--- config.mk ---
export PLATFORM = sky130hd
export DESIGN_NAME = sd_resp_rx
export DESIGN_NICKNAME = d
export VERILOG_FILES = /design/src/rtl/sd_resp_rx.sv
export SDC_FILE = /design/constraint.sdc
export NUM_CORES = 1
export LEC_CHECK = 0
export BUFFER_PORTS_ARGS = -buffer_cell sky130_fd_sc_hd__buf_2
export CORE_MARGIN = 2
export CORE_UTILIZATION = 52
export CTS_BUF_LIST = sky130_fd_sc_hd__clkbuf_2
export DETAILED_ROUTE_END_ITERATION = 10
export GPL_ROUTABILITY_DRIVEN = 0
export PLACE_DENSITY = 0.76
export SLEW_MARGIN = 10
export SYNTH_ARGS = -nofsm -noshare
export SYNTH_HDL_FRONTEND = slang
export SYNTH_SLANG_ARGS = --single-unit
export TNS_END_PERCENT = 100
--- constraint.sdc ---
create_clock -name clk -period 2.9 [get_ports clk]
set_input_delay 0.435 -clock clk [delete_from_list [all_inputs] [get_ports clk]]
set_output_delay 0.435 -clock clk [all_outputs]
set_load 0.01 [all_outputs]
--- src/rtl/sd_resp_rx.sv ---
// SD CMD-line response receiver: 48-bit (R1/R3/R6/R7) and 136-bit (R2) frames with CRC7 and framing checks.
// Defining SD_RESP_INDEX_CHECK_EN adds the command-index comparator that drives index_err.
module sd_resp_rx #(
  parameter int TIMEOUT = 64,
  parameter int CNT_W   = 8
) (
  input  logic         clk,
  input  logic         reset_n,
  input  logic         rx_en,
  input  logic         long_resp,
  input  logic         skip_crc,
  input  logic [5:0]   expected_index,
  input  logic         sd_cmd,
  output logic         busy,
  output logic         done,
  output logic [126:0] resp,
  output logic         crc_err,
  output logic         frame_err,
  output logic         timeout,
  output logic         index_err
);

  localparam logic [1:0] IDLE       = 2'd0;
  localparam logic [1:0] WAIT_START = 2'd1;
  localparam logic [1:0] RECEIVE    = 2'd2;
  localparam logic [1:0] FINISH     = 2'd3;

  localparam logic [CNT_W-1:0] SHORT_TOP   = CNT_W'(47);
  localparam logic [CNT_W-1:0] LONG_TOP    = CNT_W'(135);
  localparam logic [CNT_W-1:0] SHORT_TRANS = CNT_W'(46);
  localparam logic [CNT_W-1:0] LONG_TRANS  = CNT_W'(134);
  localparam logic [CNT_W-1:0] LONG_BODY   = CNT_W'(127);
  localparam logic [CNT_W-1:0] SHORT_BODY  = CNT_W'(45);
  localparam logic [CNT_W-1:0] CRC_LOW     = CNT_W'(8);
  localparam logic [CNT_W-1:0] CRC_FIELD   = CNT_W'(7);
  localparam logic [CNT_W-1:0] TO_LAST     = CNT_W'(TIMEOUT - 1);

  logic [1:0]       state;
  logic [CNT_W-1:0] cnt;
  logic [CNT_W-1:0] bit_idx;
  logic [6:0]       crc;
  logic [6:0]       crc_rx;
  logic [6:0]       crc_base;
  logic [6:0]       crc_next;
  logic             crc_fb;
  logic             long_q;
  logic             skip_q;
  logic             in_crc;
  logic             in_crc_field;
  logic             in_payload;
  logic             at_trans;

  // In RECEIVE, cnt holds the index of the bit sampled last; the bit on the line now is cnt-1.
  assign bit_idx      = cnt - CNT_W'(1);
  assign in_crc       = (bit_idx >= CRC_LOW);
  assign in_crc_field = (bit_idx != '0) && (bit_idx <= CRC_FIELD);
  assign in_payload   = long_q ? ((bit_idx != '0) && (bit_idx <= LONG_BODY))
                               : ((bit_idx >= CRC_LOW) && (bit_idx <= SHORT_BODY));
  assign at_trans     = (bit_idx == (long_q ? LONG_TRANS : SHORT_TRANS));

  // NOTE: every variable assigned in always_comb gets a default first, so no latch can be inferred.
  always_comb begin
    crc_base = crc;
    if (long_q && bit_idx == LONG_BODY) crc_base = 7'd0;
    crc_fb   = crc_base[6] ^ sd_cmd;
    crc_next = {crc_base[5:0], 1'b0} ^ {3'b000, crc_fb, 2'b00, crc_fb};
  end

  // NOTE: sequential state uses non-blocking assignments only, so every flop samples pre-edge values.
  always_ff @(posedge clk or negedge reset_n) begin
    if (!reset_n) begin
      state     <= IDLE;
      cnt       <= '0;
      crc       <= '0;
      crc_rx    <= '0;
      long_q    <= 1'b0;
      skip_q    <= 1'b0;
      busy      <= 1'b0;
      done      <= 1'b0;
      resp      <= '0;
      crc_err   <= 1'b0;
      frame_err <= 1'b0;
      timeout   <= 1'b0;
    end else begin
      done <= 1'b0;
      case (state)
        IDLE: begin
          if (rx_en) begin
            state     <= WAIT_START;
            busy      <= 1'b1;
            long_q    <= long_resp;
            skip_q    <= skip_crc;
            cnt       <= '0;
            crc       <= '0;
            resp      <= '0;
            crc_err   <= 1'b0;
            frame_err <= 1'b0;
            timeout   <= 1'b0;
          end
        end
        WAIT_START: begin
          // A start bit on the expiry cycle still wins over the timeout.
          if (!sd_cmd) begin
            state <= RECEIVE;
            cnt   <= long_q ? LONG_TOP : SHORT_TOP;
            crc   <= '0;
          end else if (cnt == TO_LAST) begin
            state   <= FINISH;
            timeout <= 1'b1;
            done    <= 1'b1;
            busy    <= 1'b0;
          end else begin
            cnt <= cnt + CNT_W'(1);
          end
        end
        RECEIVE: begin
          if (cnt != '0) begin
            cnt <= bit_idx;
            if (in_crc)       crc    <= crc_next;
            if (in_crc_field) crc_rx <= {crc_rx[5:0], sd_cmd};
            if (in_payload)   resp   <= {resp[125:0], sd_cmd};
            if (at_trans && sd_cmd)           frame_err <= 1'b1;
            if (bit_idx == '0 && !sd_cmd)     frame_err <= 1'b1;
          end else begin
            // End bit was captured on the previous edge; publish the verdict now.
            state   <= FINISH;
            done    <= 1'b1;
            busy    <= 1'b0;
            crc_err <= !skip_q && (crc_rx != crc);
          end
        end
        default: begin
          state <= IDLE;
        end
      endcase
    end
  end

`ifdef SD_RESP_INDEX_CHECK_EN
  logic [5:0] exp_idx_q;
  logic [5:0] idx_rx;
  logic       in_index;

  // Short frames carry the index in bits 45..40; R2 carries 6'b111111 in bits 133..128.
  assign in_index = long_q ? ((bit_idx >= CNT_W'(128)) && (bit_idx <= CNT_W'(133)))
                           : ((bit_idx >= CNT_W'(40))  && (bit_idx <= CNT_W'(45)));

  always_ff @(posedge clk or negedge reset_n) begin
    if (!reset_n) begin
      exp_idx_q <= '0;
      idx_rx    <= '0;
      index_err <= 1'b0;
    end else begin
      case (state)
        IDLE: begin
          if (rx_en) begin
            exp_idx_q <= (long_resp || skip_crc) ? 6'h3F : expected_index;
            index_err <= 1'b0;
          end
        end
        RECEIVE: begin
          if (cnt != '0) begin
            if (in_index) idx_rx <= {idx_rx[4:0], sd_cmd};
          end else begin
            index_err <= (idx_rx != exp_idx_q);
          end
        end
        default: ;
      endcase
    end
  end
`else
  logic unused_expected_index;
  assign unused_expected_index = ^expected_index;
  assign index_err             = 1'b0;
`endif

endmodule

### Yosys cells after proc, flatten, opt, wreduce, memory -nomap -nowiden

Index checks and enable logic that the tools add are counted.

* bits of input ports: 12
* flip-flop bits (word level): 158
* output and inout bits: 133

* $add $sub $neg: 2
* $lt $le $gt $ge: 4
* multiplexer cells: 42
* eq/ne operators: 17
* bitwise operators: 2
* reductions and logical operators: 26

Operators by type and width (number)
* 127-bit two-way mux: 3
* 127-bit case mux with 2 select lines: 1
* 8-bit two-way mux: 6
* 7-bit two-way mux: 5
* 8-bit case mux with 3 select lines: 1
* 7-bit case mux with 3 select lines: 1
* 2-bit inequality test, second input constant: 8
* 4-bit AND reduction: 4
* 8-bit nonzero test: 2
* 1-bit two-way mux: 15
* 5-bit AND reduction: 2
* 3-bit inequality test, second input constant: 3
* 3-bit AND reduction: 3
* 8-bit by 1-bit adder with 8-bit output, second input constant: 1
* 8-bit by 6-bit equality test with 1-bit output, second input constant: 1
* 8-bit by 7-bit equality test with 1-bit output, second input constant: 1
* 8-bit equality test: 1
* 8-bit by 4-bit greater-or-equal comparator with 1-bit output, second input constant: 1
* 8-bit by 3-bit <= comparator with 1-bit output, second input constant: 1
* 8-bit by 6-bit <= comparator with 1-bit output, second input constant: 1
* 8-bit by 7-bit <= comparator with 1-bit output, second input constant: 1
* 8-bit zero test: 1
* 2-bit two-way mux: 4
* 1-bit case mux with 2 select lines: 4
* other kinds (14): 22

### Longest topological paths before layout

Gate-level depths: netlist of run 1.

* depth after elaboration: 9
* gate-level depth with buffers: 13

### Worst setup path after synthesis of run 1

No wires, ideal clock.

* path type: register to register
* start point: reg cnt[0]
* end point: reg crc_rx[0]
* data arrival time: 2.677 ns
* clock period less this slack: 2.802 ns
* path buffers: 1
* cell stages (with the launch flop): 10
* library setup time: 0.125 ns
* required time: 2.775 ns
* slack: 0.098 ns
* cells stage by stage: dfrtp_1 -> buf_2 -> inv_1 -> ha_1 -> nand2b_1 -> or4b_2 -> a21oi_1 -> nand2_1 -> nor3b_2 -> mux2_2

* word-level cells in the longest chain between the ends: 4
* elaborated cells on any way between the ends: 6
* those cells by class: add/sub: 1; order compare: 1; reduce/logical: 4

RTL lines
* from (decl): RTL line 39 `logic [CNT_W-1:0] cnt;`
* from (signal assigned): RTL line 105 `cnt <= long_q ? LONG_TOP : SHORT_TOP;`
* from (signal assigned): RTL line 113 `cnt <= cnt + CNT_W'(1);`
* from (signal assigned): RTL line 118 `cnt <= bit_idx;`
* 8-bit by 1-bit subtractor with 8-bit output: RTL line 54 `assign bit_idx = cnt - CNT_W'(1);`
* 8-bit by 3-bit <= comparator with 1-bit output or 8-bit nonzero test (tied branches): RTL line 56 `assign in_crc_field = (bit_idx != '0) && (bit_idx <= CRC_FIELD);`
* 1-bit logical AND: RTL line 56
* 3-bit AND reduction (no line) *
* to (signal assigned): RTL line 120 `if (in_crc_field) crc_rx <= {crc_rx[5:0], sd_cmd};`
* to (decl): RTL line 42 `logic [6:0] crc_rx;`

Mark *: on every way between the ends. The rest lies on a longest branch, timed or not.
A chain may end at the register's enable or synchronous reset.

### Final worst setup path of run 1

* start point: reg cnt[2]
* end point: reg resp[112]

* word-level cells in the longest chain between the ends: 6
* elaborated cells on any way between the ends: 12
* those cells by class: add/sub: 1; order compare: 3; eq/ne: 2; mux: 1; reduce/logical: 5

RTL lines
* 8-bit by 1-bit subtractor with 8-bit output: RTL line 54
* 8-bit by 4-bit greater-or-equal comparator with 1-bit output (tied with other cells): RTL line 58 `: ((bit_idx >= CRC_LOW) && (bit_idx <= SHORT_BODY));`
* 1-bit logical AND, on equally long branches: RTL line 58, 57
* 1-bit two-way mux: RTL line 57 `assign in_payload = long_q ? ((bit_idx != '0) && (bit_idx <= LONG_BODY))`
* 2-bit inequality test (no line)
* 4-bit AND reduction (no line) *
* to (signal assigned): RTL line 121 `if (in_payload) resp <= {resp[125:0], sd_cmd};`
* to (decl): RTL line 16 `output logic [126:0] resp,`

Marked as above.

==> flow_metrics.env, run 1 <==
export IMPL_antenna_found_initial=1
export IMPL_critical_path_buf_inv_count=2
export IMPL_syn_nets=826
export IMPL_crit_type="reg2reg"
export IMPL_end_kind="flip-flop"
export IMPL_synth_edf_count=0
export IMPL_status="completed"
export IMPL_max_freq_mhz=368.4
export IMPL_dieArea_um2=16190
export IMPL_syn_inst=803
export IMPL_path_clk_slew_ns=0.24
export IMPL_cp_required_ns=3.56
export IMPL_synth_top_family_by_area="multiplexers"
export IMPL_cp_slowest_cell="or4_4"
export IMPL_synthSimpleGateAreaFrac_pct=12.83
export IMPL_cts_sinks=158
export IMPL_coreArea_um2=15030
export IMPL_worst_pin_slew_ns=0.6083
export IMPL_switchingPower_mw=2.674
export IMPL_cts_buffers=17
export IMPL_yosysSeqAreaShare_pct=50.07
export IMPL_rsz0062_at_grt="false"
export IMPL_switching_share_pct=40.14
export IMPL_reg2reg_depth=8
export IMPL_die_x_um=127.2
export IMPL_clock_skew_ns=0.04477
export IMPL_grtUsageTotal_pct=21.82
export IMPL_p_int_mw=3.988
export IMPL_synthFlopType="dfrtp_1"
export IMPL_routed_wirelength_um=17370
export IMPL_fin_ws_ns=0.1859
export IMPL_yosys_area_share_adder_pct=1.743
export IMPL_port_buffers=137
export IMPL_grt_pass1_vias=5749
export IMPL_num_rows=45
export IMPL_ioPinCount=145
export IMPL_grt_start_max_net_pins=120
export IMPL_grt_pass1_wl_um=28470
export IMPL_place_ws_ns=0.02401
export IMPL_start_kind="flip-flop"
export IMPL_synthMuxAreaShare_pct=17.38
export IMPL_area_growth_pct=18.19
export IMPL_synth_xor_area_share_pct=1.775
export IMPL_cts_tree="yes"
export IMPL_cts_max_path_buffers=2
export IMPL_powerDensity_nw_per_um2=713.8
export IMPL_drtIter0Drc=451
export IMPL_overflow=0
export IMPL_p_leak_nw=5.216
export IMPL_hold_path_class="in2reg"
export IMPL_vias=6058
export IMPL_r2r_end="resp[112]"
export IMPL_ir_worst_vdd_uv=343.0
export IMPL_fp_dieH_um=127.2
export IMPL_min_from="rx_en"
export IMPL_drtPass1Iterations=5
export IMPL_clock_latency_ns=0.74
export IMPL_syn_area_um2=7896
export IMPL_avgSynthCellArea_um2=9.834
export IMPL_synth_distinct_cells=58
export IMPL_num_fill_cells=1274
export IMPL_via_per_inst=5.222
export IMPL_cts_root_buf="clkbuf_2"
export IMPL_initial_core_util_pct=52.53
export IMPL_min_period_ns=2.714
export IMPL_dp_hpwl_um=12220
export IMPL_yosysTopAreaCell="dfrtp_1"
export IMPL_r2r_start="cnt[2]"
export IMPL_path_delay_family="simple AND/OR/NAND/NOR gates"
export IMPL_drv_slew=0
export IMPL_synthTopCellsByArea="dfrtp_1, mux2i_1, nand2_1, inv_1, ha_1"
export IMPL_fin_crit_sh_pct=93.59
export IMPL_min_to="long_q"
export IMPL_drv_cap=0
export IMPL_ant_nets=0
export IMPL_nets=981
export IMPL_drive_above_1_share_pct=24.61
export IMPL_r2r_slack_ns=0.19
export IMPL_path_cells="or4_4 > or4_4 > nand3_2 > nor2_1 > a22oi_2 > buf_12 > buf_12 > mux2i_1"
export IMPL_synth_warnings=0
export IMPL_power_frac_clock_pct=18.9
export IMPL_pwr_share_seq_pct=37.4
export IMPL_setup_viol=0
export IMPL_max_slew_margin_pct=59.02
export IMPL_synth_top_area_share_pct=50.07
export IMPL_synth_compound_area_share_pct=6.481
export IMPL_synth_async_sr_flop_share_pct=100.0
export IMPL_hold_violations=0
export IMPL_drc_errors=0
export IMPL_crit_arrival_ns=3.37
export IMPL_synth_seq_cells=158
export IMPL_pwr_share_comb_pct=43.7
export IMPL_setup_tns_ns=0
export IMPL_cts_max_level=4
export IMPL_holdPathStages=3
export IMPL_worst_path_largest_cell_delay_ns=0.58
export IMPL_crit_fanout=21
export IMPL_wl_per_cell_um=14.98
==> worst reg2reg max path: cells and delay by family (launching register included) <==
kind / cells / cell delay, ns
and+or+nand+nor: 4 / 1.28
DFF: 1 / 0.54
muxes: 1 / 0.23
AOI/OAI and AO/OA: 1 / 0.18
buffers and inverters: 2 / 0.44
==> area by class of cell <==
| cell class | count | area, um2 | share of cell area, % |
|---|---|---|---|
| timing repair buffer | 181 | 1167 | 12.51 |
| clock inverter | 14 | 157.7 | 1.689 |
| multi-input combinational | 464 | 3214 | 34.44 |
| sequential | 158 | 3955 | 42.38 |
| inverter | 136 | 510.5 | 5.470 |
| clock buffer | 18 | 90.09 | 0.9653 |
| tap | 188 | 235.2 | 2.520 |
| antenna | 1 | 2.502 | 0.02681 |
==> logic make-up (layout without fill, tap and decap cells) <==
logic type      count (synthesis)  after routing
other cells                     1              2
xor+xnor                       16             16
fa+ha+maj                      11             11
flops                         158            158
buf+inv                       181            349
compound gates                 72             72
simple gates                  228            228
mux                           136            136
==> Yosys cell counts (all sizes together) (3+ instances only) <==
cell type  count
inv          136
nand3         12
dfrtp        158
nand2        149
a22o           9
a21oi          8
nand4          3
mux2           9
nand2b         5
o22ai          5
o41ai          3
ha            11
or2            5
nor3b          3
clkbuf        24
o31ai          6
mux2i        127
nor3           9
a32oi          3
xor2           6
buf           21
or4            3
o21ai         21
nor2          26
xnor2         10
a22oi          4
==> placed cells by master, fill, tap and decap left out, types with 3 or more instances in the layout <==
cell	synthesis	layout
o31ai_1	5	5
nand2b_1	5	5
inv_1	136	136
a32oi_1	3	3
a21oi_1	8	7
buf_12	0	11
nand2_1	149	149
inv_8	0	3
or2_2	5	5
xor2_1	6	6
xnor2_1	10	10
buf_2	4	136
ha_1	11	11
dlygate4sd3_1	0	3
a22oi_1	3	3
nor3_1	9	9
o41ai_1	3	3
mux2i_1	127	127
o22ai_1	5	5
nor2_1	26	26
a22o_1	9	9
mux2_2	9	9
clkinvlp_4	0	3
buf_4	10	30
clkbuf_2	0	18
nand3_1	11	10
clkinv_2	0	3
nand4_1	3	3
o21ai_0	21	21
dfrtp_1	158	157
==> metal layers <==
layer / wire (um) / up-vias / part of all wire [%] / global-route usage [%]
met4: 270 / 0 / 1.6 / 7.434
met2: 8473 / 162 / 49 / 34.88
li1: - / 2902 / - / -
met3: 834 / 24 / 4.8 / 4.606
met5: 0 / - / 0 / 0
met1: 7794 / 2970 / 45 / 29.89
==> sequential cells by signal (all words and copies together), names as in the netlist, 2 cells and up <==
register	flops
resp	127
cnt	8
crc	7
crc_rx	7
state	2
==> power groups by stage <==
| stage | sequential, mW | combinational [mW] | clock (mW) |
|---|---|---|---|
| after floorplan | 2.48 | 2.01 | 0 |
| after global placement | 2.52 | 2.82 | 0 |
| after detailed placement | 2.52 | 2.85 | 0 |
| after CTS | 2.49 | 2.86 | 1.30 |
| after global routing | 2.51 | 3.17 | 1.39 |
| final | 2.49 | 2.91 | 1.26 |
==> metrics by stage <==
| stage | cell area [um2] | std cells | power (mW) | hold slack [ns] | utilization, % |
|---|---|---|---|---|---|
| 2_1_floorplan | 7896 | 803 | 4.482 | 0.1394 | - |
| 3_3_place_gp | 9029 | 1124 | 5.338 | 0.4279 | 60.06 |
| 3_5_place_dp | 9029 | 1124 | 5.372 | 0.4299 | 60.06 |
| 4_1_cts | 9308 | 1159 | 6.655 | 0.06013 | 61.91 |
| 5_1_grt | 9333 | 1160 | 7.067 | 0.07860 | 62.08 |
| 6_report | 9333 | 1160 | 6.662 | 0.1391 | 62.08 |
==> what timing repair did <==
item / in CTS / in global routing
gates resized for setup: 1 / 5
setup buffers: 0 / 0
hold buffers: 3 / 0
endpoints found under the hold margin: 78 / 0
setup endpoints to repair: 1 / 120
pin swaps: 0 / 1
==> worst max path at each step <==
stage / start / end / slack, ns / depth (start not counted)
2_1_floorplan: cnt[0] / crc_rx[0] / 0.1 / 9
3_3_place_gp: cnt[2] / frame_err / 0.09 / 7
3_5_place_dp: cnt[2] / frame_err / 0.02 / 7
4_1_cts: cnt[2] / frame_err / 0.07 / 7
5_1_grt: cnt[2] / resp[108] / 0.03 / 10
6_report: cnt[2] / resp[112] / 0.19 / 8
No activity file was read; power rests on OpenSTA's default activity.
==> run 2: changes to the inputs <==
--- a/config.mk
+++ b/config.mk
@@ -5,13 +5,14 @@
 export SDC_FILE = /design/constraint.sdc
 export NUM_CORES = 1
 export LEC_CHECK = 0
-export BUFFER_PORTS_ARGS = -buffer_cell sky130_fd_sc_hd__buf_2
+export BUFFER_PORTS_ARGS = -buffer_cell sky130_fd_sc_hd__buf_4
 export CORE_MARGIN = 2
-export CORE_UTILIZATION = 52
+export CORE_UTILIZATION = 58
 export CTS_BUF_LIST = sky130_fd_sc_hd__clkbuf_2
+export CTS_CLUSTER_DIAMETER = 30
 export DETAILED_ROUTE_END_ITERATION = 10
 export GPL_ROUTABILITY_DRIVEN = 0
-export PLACE_DENSITY = 0.76
+export PLACE_DENSITY = 0.81
 export SLEW_MARGIN = 10
 export SYNTH_ARGS = -nofsm -noshare
 export SYNTH_HDL_FRONTEND = slang
==> constraint.sdc (replaced) <==
create_clock -name clk -period 3 [get_ports clk]
set_input_delay 0.45 -clock clk [delete_from_list [all_inputs] [get_ports clk]]
set_output_delay 0.45 -clock clk [all_outputs]
set_load 0.01 [all_outputs]
==> flow_metrics.env, run 2 (synthesis results as in run 1) <==
export IMPL_dp_hpwl_um=12060
export IMPL_area_growth_pct=20.50
export IMPL_num_rows=42
export IMPL_drv_slew=0
export IMPL_cts_max_path_buffers=2
export IMPL_hold_path_class="in2reg"
export IMPL_drc_errors=0
export IMPL_initial_core_util_pct=59.39
export IMPL_drive_above_1_share_pct=23.25
export IMPL_powerDensity_nw_per_um2=655.0
export IMPL_path_clk_slew_ns=0.24
export IMPL_max_freq_mhz=355.8
export IMPL_ir_worst_vdd_uv=525.7
export IMPL_drtIter0Drc=561
export IMPL_cp_slowest_cell="or4_4"
export IMPL_cts_buffers=17
export IMPL_final_cell_mix="dfrtp_1, buf_4, nand2_1"
export IMPL_layout_commonest_cell="dfrtp_1"
export IMPL_holdWs_ns=0.1214
export IMPL_crit_arrival_ns=3.52
export IMPL_final_area_um2=9515
export IMPL_crit_fanout=6
export IMPL_cp_required_ns=3.71
export IMPL_antenna_found_initial=0
export IMPL_start_kind="flip-flop"
export IMPL_rsz0062_at_grt="false"
export IMPL_cts_sinks=158
export IMPL_antenna_cells=0
export IMPL_via_per_inst=5.333
export IMPL_fin_crit_sh_pct=93.68
export IMPL_top_regs="resp: 127 flops, cnt: 8 flops"
export IMPL_grt_pass1_vias=5795
export IMPL_grt_pass1_wl_um=28890
export IMPL_vias=6053
export IMPL_place_ws_ns=0.09587
export IMPL_fin_ws_ns=0.1895
export IMPL_max_slew_margin_pct=64.47
export IMPL_placed_area_um2=9246
export IMPL_largest_reg_flops=127
export IMPL_nets=970
export IMPL_crit_type="reg2reg"
export IMPL_end_kind="flip-flop"
export IMPL_status="completed"
export IMPL_ioPinCount=145
export IMPL_cts_tree="yes"
export IMPL_grtUsageTotal_pct=24.93
export IMPL_coreArea_um2=13300
export IMPL_port_buffers=137
export IMPL_drv_cap=0
export IMPL_setup_tns_ns=0
export IMPL_drtPass1Iterations=5
export IMPL_setup_viol=0
export IMPL_ant_nets=0
export IMPL_min_period_ns=2.811
export IMPL_dieArea_um2=14560
export IMPL_clock_skew_ns=0.02896
export IMPL_routed_wirelength_um=17340
export IMPL_overflow=0
export IMPL_die_x_um=120.7
export IMPL_cts_max_level=4
export IMPL_fp_dieH_um=120.7
export IMPL_worst_path_largest_cell_delay_ns=0.57
export IMPL_clock_latency_ns=0.75
export IMPL_p_leak_nw=5.118
export IMPL_critical_path_buf_inv_count=1
export IMPL_grt_start_max_net_pins=109
export IMPL_hold_violations=0
export IMPL_regMostFlops="resp"
export IMPL_path_cells="or4_4 > o31ai_4 > nand2_1 > or4_1 > a2111oi_0 > buf_4 > o31a_1"
export IMPL_cts_root_buf="clkbuf_2"
export IMPL_wl_per_cell_um=15.28
export IMPL_cts_setup_buffers=0
export IMPL_path_delay_family="simple AND/OR/NAND/NOR gates"
export IMPL_worst_pin_slew_ns=0.5195
[run 2: cell type report]
class                   count  area, um2
repair buffers            170       1400
flip-flops and latches    158       3954
inverters                 136      510.5
multi-input cells         464       3208
well taps                 176      220.2
clock inverters            14      137.6
clock buffers              17      85.08
fillers                  1005       3780
[run 2: worst paths after layout]
kind	startpoint	end	slack (ns)	cells past startpoint
setup / recovery	cnt[2]	frame_err	0.19	7
hold / removal	sd_cmd	crc_rx[0]	0.12	2
setup reg to reg	cnt[2]	frame_err	0.19	7
hold reg to reg	skip_q	crc_err	0.51	1
max in group asynchronous	reset_n	resp[104]	1.97	3
min in group asynchronous	reset_n	resp[27]	0.17	2
[run 2: repair_timing]
action | in CTS | in global routing
hold endpoints to repair | 53 | 0
hold buffers | 3 | 0
endpoints found under the setup margin | 0 | 129
resized for setup | 0 | 3
[run 2: report_power, final]
part           switching [mW]  leakage [nW]  total [mW]  internal, mW
clock                   0.827         0.126        1.14         0.314
sequential              0.135          2.19        2.40          2.26
combinational            1.56          2.80        2.69          1.13
[run 2: metrics by stage]
step	power, mW	utilization (%)	instances
2_1_floorplan	4.333	-	803
3_3_place_gp	5.063	69.55	1101
3_5_place_dp	5.083	69.55	1101
4_1_cts	6.222	71.45	1135
5_1_grt	6.624	71.57	1135
6_report	6.233	71.57	1135
[run 2: metal layers]
metal | wire, um | track usage (%)
met1 | 7701 | 34.49
met2 | 8441 | 39.48
met3 | 970 | 6.274
met4 | 229 | 6.613
met5 | 0 | 0
==> run 3: changes to the inputs <==
--- a/config.mk
+++ b/config.mk
@@ -5,7 +5,7 @@
 export SDC_FILE = /design/constraint.sdc
 export NUM_CORES = 1
 export LEC_CHECK = 0
-export BUFFER_PORTS_ARGS = -buffer_cell sky130_fd_sc_hd__buf_4
+export BUFFER_PORTS_ARGS = -buffer_cell sky130_fd_sc_hd__buf_2
 export CORE_MARGIN = 2
 export CORE_UTILIZATION = 58
 export CTS_BUF_LIST = sky130_fd_sc_hd__clkbuf_2
==> flow_metrics.env, run 3 (synthesis results as in run 1) <==
export IMPL_routed_wirelength_um=16930
export IMPL_status="completed"
export IMPL_clock_skew_ns=0.02554
export IMPL_place_inst=1098
export IMPL_path_delay_family="buffers and inverters"
export IMPL_max_freq_mhz=352.9
export IMPL_switchingPower_mw=2.544
export IMPL_crit_type="reg2reg"
export IMPL_nets=967
export IMPL_holdWs_ns=0.1711
export IMPL_area_growth_pct=15.48
export IMPL_worst_path_largest_cell_delay_ns=0.43
export IMPL_drtIter0Drc=613
export IMPL_drtPass1Iterations=8
export IMPL_hold_path_class="in2async"
export IMPL_wl_per_cell_um=14.93
export IMPL_crit_path_start="cnt[1]"
export IMPL_powerDensity_nw_per_um2=670.7
export IMPL_grt_start_max_net_pins=129
export IMPL_via_per_inst=5.246
export IMPL_final_cell_mix="dfrtp_1, nand2_1, inv_1, buf_2, mux2i_1"
export IMPL_cts_tree="yes"
export IMPL_power_frac_clock_pct=17.9
export IMPL_cp_slowest_cell="dfrtp_1"
export IMPL_cts_setup_buffers=0
export IMPL_hold_violations=0
export IMPL_clock_latency_ns=0.74
export IMPL_setup_viol=0
export IMPL_end_kind="flip-flop"
export IMPL_cp_required_ns=3.69
export IMPL_path_cells="inv_1 > ha_2 > buf_4 > nor3b_1 > nand2_1 > a32oi_1 > nor3b_1 > a22oi_2 > clkbuf_16 > mux2i_1"
export IMPL_ant_nets=0
export IMPL_fin_crit_sh_pct=94.47
export IMPL_reg2reg_depth=10
export IMPL_drc_errors=0
export IMPL_instances_no_fill=1134
export IMPL_total_power_mw=6.116
export IMPL_r2r_slack_ns=0.17
export IMPL_dieArea_um2=14560
export IMPL_cp_depth=10
export IMPL_vias=5949
export IMPL_switching_share_pct=41.59
export IMPL_layout_commonest_cell="dfrtp_1"
export IMPL_pwr_share_seq_pct=39.8
export IMPL_cts_root_buf="clkbuf_2"
export IMPL_dp_hpwl_um=11780
export IMPL_cts_buffers=17
export IMPL_cpMostUsedCell="nor3b_1"
export IMPL_worst_pin_slew_ns=0.5837
export IMPL_drv_cap=0
export IMPL_drv_slew=0
export IMPL_max_slew_margin_pct=61.09
export IMPL_coreArea_um2=13300
export IMPL_path_clk_slew_ns=0.26
export IMPL_largest_reg_flops=127
export IMPL_setup_tns_ns=0
export IMPL_ioPinCount=145
export IMPL_overflow=0
export IMPL_fp_dieH_um=120.7
export IMPL_grtUsageTotal_pct=24.39
export IMPL_regMostFlops="resp"
export IMPL_critPathCapture="resp[70]"
export IMPL_cts_max_level=4
export IMPL_min_period_ns=2.834
export IMPL_num_rows=42
export IMPL_p_leak_nw=5.098
export IMPL_port_buffers=137
export IMPL_die_x_um=120.7
export IMPL_grt_pass1_wl_um=28430
export IMPL_cts_max_path_buffers=2
export IMPL_rsz0062_at_grt="false"
export IMPL_r2r_start="cnt[1]"
export IMPL_top_regs="resp: 127 flops, cnt: 8 flops"
export IMPL_crit_fanout=62
export IMPL_start_kind="flip-flop"
export IMPL_num_fill_cells=1053
export IMPL_pwr_share_comb_pct=42.4
export IMPL_ir_worst_vdd_uv=611.1
export IMPL_crit_arrival_ns=3.52
export IMPL_r2r_end="resp[70]"
export IMPL_initial_core_util_pct=59.39
export IMPL_cts_sinks=158
export IMPL_critical_path_buf_inv_count=3
export IMPL_grt_pass1_vias=5703
export IMPL_antenna_found_initial=1
export IMPL_drive_above_1_share_pct=23.30
export IMPL_p_int_mw=3.572
[run 3: final cells by class]
class,instances,area (um2),share of cell area (%)
clock buffers,17,85.08,0.9330
flip-flops and latches,158,3955,43.37
repair buffers,167,1005,11.02
diodes,1,2.502,0.02744
clock inverters,15,133.9,1.468
multi-input cells,464,3207,35.17
well taps,176,220.2,2.415
inverters,136,510.5,5.598
[run 3: what timing repair did]
item                       CTS  global route
resized for setup            0             6
hold endpoints to repair    59             0
hold buffers                 3             0
setup endpoints to repair    0           128
[run 3: how the worst min path moves through the flow]
stage	slack, ns	startpoint	depth (start not counted)	to
after floorplan	0.15	reset_n	0	busy
after global placement	0.46	reset_n	1	resp[27]
after detailed placement	0.45	reset_n	1	resp[27]
after CTS	0.14	rx_en	3	skip_q
after global routing	0.14	rx_en	3	skip_q
final	0.17	reset_n	2	resp[27]
[run 3: metrics by stage]
stage | instance area (um2) | setup WS, ns | utilization [%]
2_1_floorplan | 7896 | 0.1980 | -
3_3_place_gp | 8846 | 0.1665 | 66.53
3_5_place_dp | 8846 | 0.1243 | 66.53
4_1_cts | 9095 | 0.01857 | 68.41
5_1_grt | 9119 | 0.01785 | 68.59
6_report | 9119 | 0.1660 | 68.59
[run 3: metal layers]
layer	part of all wire, %	wire length (um)	track usage [%]	vias up
li1	-	-	-	2868
met4	1.4	231	6.759	0
met2	48	8174	38.63	173
met5	0	0	0	-
met3	5.4	913	5.472	22
met1	45	7614	34.04	2886
[run 3: power by group through the flow]
stage	Clock (mW)	Combinational, mW	Sequential [mW]
6_report	1.09	2.59	2.43
5_1_grt	1.22	2.84	2.46
4_1_cts	1.12	2.55	2.43
3_5_place_dp	0	2.53	2.46
3_3_place_gp	0	2.51	2.46
2_1_floorplan	0	1.94	2.39
